===== config.mk =====
export PLATFORM = sky130hd
export DESIGN_NAME = matrix_dsp_sequencer
export DESIGN_NICKNAME = d
export VERILOG_FILES = /design/src/rtl/matrix_dsp_sequencer_pkg.sv /design/src/rtl/matrix_dsp_sequencer.sv
export SDC_FILE = /design/constraint.sdc
export NUM_CORES = 1
export LEC_CHECK = 0
export CAP_MARGIN = 10
export CORE_UTILIZATION = 35
export CTS_BUF_LIST = sky130_fd_sc_hd__clkbuf_4 sky130_fd_sc_hd__clkbuf_8
export DETAILED_ROUTE_END_ITERATION = 8
export PLACE_DENSITY = 0.62
export REMOVE_ABC_BUFFERS = 1
export SYNTH_ARGS = -nofsm -noshare
export SYNTH_HDL_FRONTEND = slang
export SYNTH_SLANG_ARGS = --single-unit

===== constraint.sdc =====
create_clock -name clk -period 3.4 [get_ports clk]
set_input_delay 0.34 -clock clk [delete_from_list [all_inputs] [get_ports clk]]
set_output_delay 0.34 -clock clk [all_outputs]
set_load 0.005 [all_outputs]

===== src/rtl/matrix_dsp_sequencer_pkg.sv =====
// Shared definitions for the MatrixDSP microcode sequencer: state encoding and
// the default microcode address width.
package matrix_dsp_sequencer_pkg;

  localparam int ADDR_WIDTH_DEF = 8;

  typedef enum logic [1:0] {
    ST_IDLE  = 2'd0,
    ST_RUN   = 2'd1,
    ST_DRAIN = 2'd2
  } seq_state_e;

endpackage


===== src/rtl/matrix_dsp_sequencer.sv =====
// Microcode sequencer: walks a program of `length` words from `startAddr`,
// repeated repeatCount+1 times, driving the MatrixDSP microcode ROM directly.
module matrix_dsp_sequencer
  import matrix_dsp_sequencer_pkg::*;
#(
  parameter int ADDR_WIDTH = ADDR_WIDTH_DEF
) (
  input  logic                  clk,
  input  logic                  reset,
  input  logic                  start,
  input  logic [ADDR_WIDTH-1:0] startAddr,
  input  logic [ADDR_WIDTH-1:0] length,
  input  logic [7:0]            repeatCount,
  input  logic                  stall,
  input  logic                  abort,
  output logic [ADDR_WIDTH-1:0] addr,
  output logic                  enable,
  output logic                  instrValid,
  output logic                  lastInstr,
  output logic                  busy,
  output logic                  done
);

  localparam logic [ADDR_WIDTH-1:0] ONE = ADDR_WIDTH'(1);

  seq_state_e            state_q, state_d;
  logic [ADDR_WIDTH-1:0] addr_q;
  logic [ADDR_WIDTH-1:0] start_addr_q;
  logic [ADDR_WIDTH-1:0] len_q;
  logic [ADDR_WIDTH-1:0] cnt_q;
  logic [7:0]            rep_q;
  logic                  vld_p1;
  logic                  last_p1;

  logic                  accept;
  logic                  issue;
  logic                  pass_end;
  logic                  prog_end;

  always_comb begin
    state_d  = state_q;
    accept   = 1'b0;
    issue    = 1'b0;
    pass_end = 1'b0;
    prog_end = 1'b0;
    case (state_q)
      ST_IDLE: begin
        if (start && !abort) begin
          accept  = 1'b1;
          state_d = (length == '0) ? ST_DRAIN : ST_RUN;
        end
      end
      ST_RUN: begin
        issue    = !stall && !abort;
        pass_end = issue && (cnt_q == len_q - ONE);
        prog_end = pass_end && (rep_q == 8'd0);
        if (abort)
          state_d = ST_IDLE;
        else if (prog_end)
          state_d = ST_DRAIN;
      end
      ST_DRAIN: state_d = ST_IDLE;
      default:  state_d = ST_IDLE;
    endcase
  end

  // Stage p0 -> p1: program counter advance and ROM-latency-matched valid/last
  always_ff @(posedge clk) begin
    if (reset) begin
      state_q      <= ST_IDLE;
      addr_q       <= '0;
      start_addr_q <= '0;
      len_q        <= '0;
      cnt_q        <= '0;
      rep_q        <= 8'd0;
      vld_p1       <= 1'b0;
      last_p1      <= 1'b0;
    end else begin
      state_q <= state_d;
      vld_p1  <= issue;
      last_p1 <= prog_end;
      if (accept) begin
        start_addr_q <= startAddr;
        len_q        <= length;
        rep_q        <= repeatCount;
        cnt_q        <= '0;
        addr_q       <= startAddr;
      end else if (issue) begin
        if (pass_end) begin
          cnt_q <= '0;
          // Reload on the same edge as the last issue so passes run back to back
          if (rep_q != 8'd0) begin
            addr_q <= start_addr_q;
            rep_q  <= rep_q - 8'd1;
          end else begin
            addr_q <= addr_q + ONE;
          end
        end else begin
          addr_q <= addr_q + ONE;
          cnt_q  <= cnt_q + ONE;
        end
      end
    end
  end

  assign addr       = addr_q;
  assign enable     = issue && !reset;
  assign instrValid = vld_p1;
  assign lastInstr  = last_p1;
  assign busy       = (state_q != ST_IDLE);
  assign done       = (state_q == ST_DRAIN);

endmodule


==> results of run 1 <==
[metal layers]
metal	vias to the layer above	global-route usage, %	share of wire [%]
li1	1215	-	-
met5	-	0	0
met2	60	30.8	46
met4	0	6.21	1.9
met1	1114	24.2	47
met3	10	4.04	4.9
[layout make-up]
cell class                 count  share of cell area (%)
multi-input combinational    240                    47.9
clock buffer                   7                    3.13
inverter                      10                    1.22
timing repair buffer          49                    15.3
tap                           96                    3.90
sequential                    44                    28.6
[synth_stat cells, types with 2 or more instances]
cell / n / area, um^2
ha_1: 4 / 50.1
nor4_1: 4 / 25.0
clkbuf_1: 17 / 63.8
nor3b_1: 2 / 15.0
o21ai_0: 10 / 50.1
nand2b_1: 3 / 18.8
or4_1: 9 / 67.6
a21oi_1: 27 / 135
nor2_1: 23 / 86.3
o221ai_1: 7 / 61.3
and3_1: 5 / 31.3
xor2_1: 4 / 35.0
o211a_1: 2 / 20.0
o31ai_1: 5 / 37.5
or2_2: 2 / 12.5
a31oi_1: 4 / 25.0
inv_1: 10 / 37.5
or3_4: 2 / 22.5
nand2_1: 50 / 188
or3_1: 4 / 25.0
nor2b_1: 2 / 12.5
xnor2_1: 12 / 105
nor3_1: 8 / 40.0
a311oi_1: 6 / 52.6
a211oi_1: 8 / 60.1
dfxtp_1: 44 / 881
nand3_1: 20 / 100
[sequential cells by signal, summed over array words and instances, names as in the netlist]
register,flops
addr,8
cnt_q,8
len_q,8
rep_q,8
start_addr_q,8
state_q,2
instrValid,1
lastInstr,1
[worst max-delay path, stage by stage (launching register included)]
cell,delay (ps)
dfxtp_1,360
or3_4,420
or3_4,380
a2111oi_4,430
o211ai_2,260
buf_4,250
nor2_1,410
o221ai_1,190
[per-stage QoR]
step                hold WS [ps]  power, W
detailed placement           442  0.000776
floorplan                    409  0.000682
global route                 475   0.00118
global placement             438  0.000773
finish                       454   0.00112
CTS                          454   0.00113
[worst paths after layout]
kind	to	cells after the start	from
worst max-delay path	addr[1]	7	len_q[2]
worst min-delay path	start_addr_q[1]	2	start_addr_q[1]
worst max register to register	addr[1]	7	len_q[2]
worst min register to register	start_addr_q[1]	2	start_addr_q[1]
[cell families after synthesis]
kind of cell             share of synthesized area, %
AND/OR/NAND/NOR                                  28.7
buffers and inverters                            4.93
AO/OA/AOI/OAI                                    22.4
XOR/XNOR                                         5.69
flip-flops                                       35.8
adder cells (fa/ha/maj)                          2.03
multiplexers                                    0.457
[power groups by stage]
stage | clock network, W | registers, W | logic, W
floorplan | 0 | 0.000564 | 0.000118
global placement | 0 | 0.000569 | 0.000203
detailed placement | 0 | 0.000570 | 0.000206
CTS | 0.000370 | 0.000558 | 0.000206
global route | 0.000390 | 0.000562 | 0.000229
finish | 0.000357 | 0.000558 | 0.000204
==> impl_results.md, run 1 <==
- Reg clk slew, reported paths: approximately 80 ps
- Vias per inst: roughly 5.4
- CTS tree: done
- Post-route clock period utilization: between 80% and 90%
- Syn Inst Count: ~310
- Post-synth top flop: dfxtp_1
- Critical Path RT: 3570 ps
- Final ANT Viol Nets: 0
- Max rail drop VDD: around 0.18 mV
- CP startpoint kind: register
- Routed WL per cell: 14.2 um
- WS Path Type: register to register
- Switch share: about 27%
- Status: complete, no violations
- Synthesized area: between 0.002 and 0.0025 mm^2
- Setup bufs post-CTS: 0
- Core box area: just under 0.007 mm^2
- Synth cell types: 47
- TritonCTS Sinks: between 40 and 50
- Ports: 42
- Final std cells w/o fill: around 450
- Yosys warns: 0
- Slew @ Worst Pin: 855 ps
- Synthesized flop and latch total: 44
- FF+latch area: 881 um^2
- Die Area: between 0.007 and 0.008 mm^2
- Asr flop ratio synth: 0%
- RePlAce Congestion: approximately 0.85
- Ant diodes: 0
- Initial antenna violation count: 0
- Vias in the first global route: 2,249
- Fin. Hold Viols: 0
- Congestion Overflow GR: 0
- Max_slew headroom: between 40% and 50%
- P per Cell Area: around 360 mW/mm^2
- Post-place setup slack: approximately 490 ps
- H-tree levels: 2
- RSZ-0062 raised after global routing: no
- Drt pass-1 iters: 4
- Area occupied by multi-input gates: about 0.0015 mm^2
- Hold Path Class: register to register
- Slew Limit Fails: 0
- Achievable Freq: about 350 MHz
- Leakage: between 1 and 1.5 nW
- Util after Layout: a little under half
- Worst path arrival time: between 3000 and 4000 ps
- Clock skew: roughly 5.2 ps
- First DRT Iteration DRCs: 84
- Final setup fails: 0
- CTS Buffer Depth: 2
- Worst setup margin: between 500 and 600 ps
- # hold bufs at CTS: 0
- Fillers: 694
- P_int: about 0.00082 W
- Layout net count: 383
- Post-DP Area: 0.00298 mm^2
- Avg Inst Size Synth: 7.85 um^2
- EDFF count, synth: 0
- Post-route setup TNS: 0 ps
- Largest net degree at the start of global routing: 27
- Clock share of power: 31.9%
- GRT Util Overall: 18.7%
- Sequential power share: about half
- Most common cell after layout, fill and taps aside: nand2_1
- Starting Density: a little over a third
- Layout cells sized above 1: under 10%
- CP endpoint kind: register
- Post-CTS Resized: 0
- PortBufs: between 40 and 50
- Chip Width: between 80 and 90 um
- Row cnt: 30
- Later-pin clock latency in the skew report: ~300 ps
- Tmin final: 2840 ps
- Max-Cap Viols: 0
- Worst reg2reg setup slack: 560 ps
- Critical path fanouts, max: 11
- Root Driver: clkbuf_8
- Design area: between 0.003 and 0.004 mm^2
- Number of CTS-inserted buffers: 5
- Synth-to-layout area growth: 25.0%
- DP HPWL: 4500 um
- First-pass GRT wire length: 10,900 um
- Drt total wl: between 6000 and 7000 um
- Register area share after synthesis: a little over a third
- Placed Cells: about 440
- Psw: approximately 0.00030 W
- # DRC: 0
- Most frequent cells in the layout: nand2_1 (50), dfxtp_1 (44), clkdlybuf4s50_1 (41), a21oi_1 (27), nor2_1 (23)
- Routed via count: between 2,000 and 2,500
- Die Y: 85.9 um
- Combinational power share: 18.3%
No activity file was read; power rests on OpenSTA's default activity.
==> run 2: changes to the inputs <==
clock period = 2.8 ns   (was 3.4 ns; I/O delays follow)
==> run 2 against run 1 <==
Net effect:
- clock skew is 3.8 ps higher
- critical path depth is 1 lower
- sequential share of layout area is 0.76 points lower
- clock power is 10% higher
- critical path type unchanged
- count of clock-buffer cells in the layout is 1 lower
==> impl_results.md, run 2 (same netlist as run 1, synthesis figures left out) <==
- Later-pin clock latency in the skew report: roughly 300 ps
- Leakage: ~1.1 nW
- Routed via count: around 2,500
- Reg clk slew, reported paths: about 80 ps
- TritonCTS Sinks: 44
- # DRC: 0
- Row cnt: 30
- Design area: 0.00317 mm^2
- Hold Path Class: register to register
- Vias per inst: 5.40
- Vias in the first global route: between 2,000 and 2,500
- Post-DP Area: 0.00302 mm^2
- Number of CTS-inserted buffers: 5
- Post-route setup TNS: 0 ps
- Layout net count: 391
- CTS Buffer Depth: 2
- Initial antenna violation count: 0
- Tmin final: approximately 2700 ps
- Largest net degree at the start of global routing: 32
- Congestion Overflow GR: 0
- Drt pass-1 iters: 4
- CP endpoint kind: register
- Fin. Hold Viols: 0
- First-pass GRT wire length: 10,900 um
- First DRT Iteration DRCs: between 100 and 150
- Ant diodes: 0
- Starting Density: approximately 36%
- DP HPWL: ~4600 um
- Root Driver: clkbuf_8
- Layout cells sized above 1: 11.5%
- H-tree levels: 2
- Power Total: about 0.0013 W
- Util after Layout: between 40% and 50%
- P per Cell Area: approximately 420 mW/mm^2
- Status: complete, no violations
- Synth-to-layout area growth: 28.7%
- Drt total wl: between 6000 and 7000 um
- Most common cell after layout, fill and taps aside: nand2_1
- PortBufs: just over 40
- Slew @ Worst Pin: roughly 630 ps
- Critical Path RT: between 3000 and 4000 ps
- WS Path Type: register to register
- Routed WL per cell: approximately 15 um
- Clock skew: between 9 and 10 ps
- Worst path arrival time: roughly 2900 ps
- GRT Util Overall: 18.7%
- Ports: between 40 and 50
- Die Y: ~86 um
- Core box area: 0.00679 mm^2
- Chip Width: around 86 um
- Critical path fanouts, max: 6
- Die Area: 0.00738 mm^2
- Max-Cap Viols: 0
- RePlAce Congestion: 0.815
- Final ANT Viol Nets: 0
- Max rail drop VDD: between 0.15 and 0.2 mV
- CP startpoint kind: register
- Post-route clock period utilization: between 90% and 100%
- Slew Limit Fails: 0
- Final setup fails: 0
- Most frequent cells in the layout: nand2_1 (50), dfxtp_1 (42), clkdlybuf4s50_1 (41), a21oi_1 (27), nor2_1 (22)
- Achievable Freq: between 300 and 400 MHz
- Max_slew headroom: 58.0%
- CTS tree: done
run 2: changes by cell type in the layout (fill, tap and decap cells not counted), sizes merged:
cell    before  now
clkinv       0    1
o211ai       1    2
buf          8   15
clkbuf       7    6
run 2: path summary, 6_finish.rpt:
check	slack, ps	end	startpoint	depth (start not counted)
worst max-delay path	80	rep_q[4]	len_q[2]	6
worst min-delay path	460	start_addr_q[4]	start_addr_q[4]	2
worst max register to register	80	rep_q[4]	len_q[2]	6
worst min register to register	460	start_addr_q[4]	start_addr_q[4]	2
run 2: worst max-delay path: stages, from the launching register on:
cell       delay, ps
dfxtp_1          350
or3_4            420
or3_4            390
a2111oi_4        440
o211ai_4         180
or4_4            560
a311oi_2         280
run 2: final cells by class:
class | count | area [um^2]
Timing Repair Buffer | 56 | 527
Clock inverter | 1 | 5.00
Inverter | 10 | 37.5
Sequential cell | 44 | 883
Multi-Input combinational cell | 241 | 1520
Tap cell | 96 | 120
Clock buffer | 6 | 76.3
Fill cell | 700 | 3620
run 2: metal layers:
metal / share of wire, % / global-route usage, % / wire length, um / vias to the layer above
li1: - / - / - / 1242
met2: 48 / 31.0 / 3200 / 56
met1: 47 / 24.4 / 3140 / 1146
met5: 0 / 0 / 0 / -
met3: 4.2 / 3.08 / 281 / 6
met4: 1.6 / 6.82 / 105 / 0
run 2: what timing repair did:
action                                  4_1_cts  5_1_grt
gates cloned                                  0        1
pin swaps                                     0        1
buffers inserted                              0        2
hold endpoints to repair                      0        0
hold buffers                                  0        0
resized for setup                             1        8
endpoints found under the setup margin        1       10
run 2: through the flow:
| step | cells | hold WS [ps] | setup WS (ps) |
|---|---|---|---|
| floorplan | 294 | 349 | -292 |
| global placement | 444 | 439 | 121 |
| detailed placement | 444 | 448 | -6.76 |
| CTS | 451 | 461 | 19.8 |
| global route | 454 | 482 | -14.5 |
| finish | 454 | 458 | 82.4 |
run 2: where the power goes:
part / switching (W) / internal, W
Sequential: 0.0000269 / 0.000651
Clock: 0.000214 / 0.000180
Combinational: 0.000142 / 0.000129
==> run 3: changes to the inputs <==
HOLD_SLACK_MARGIN = 0.05   (was unset)
==> results of run 3 <==
Final layout, timing and power as in run 2 (identical DEF).
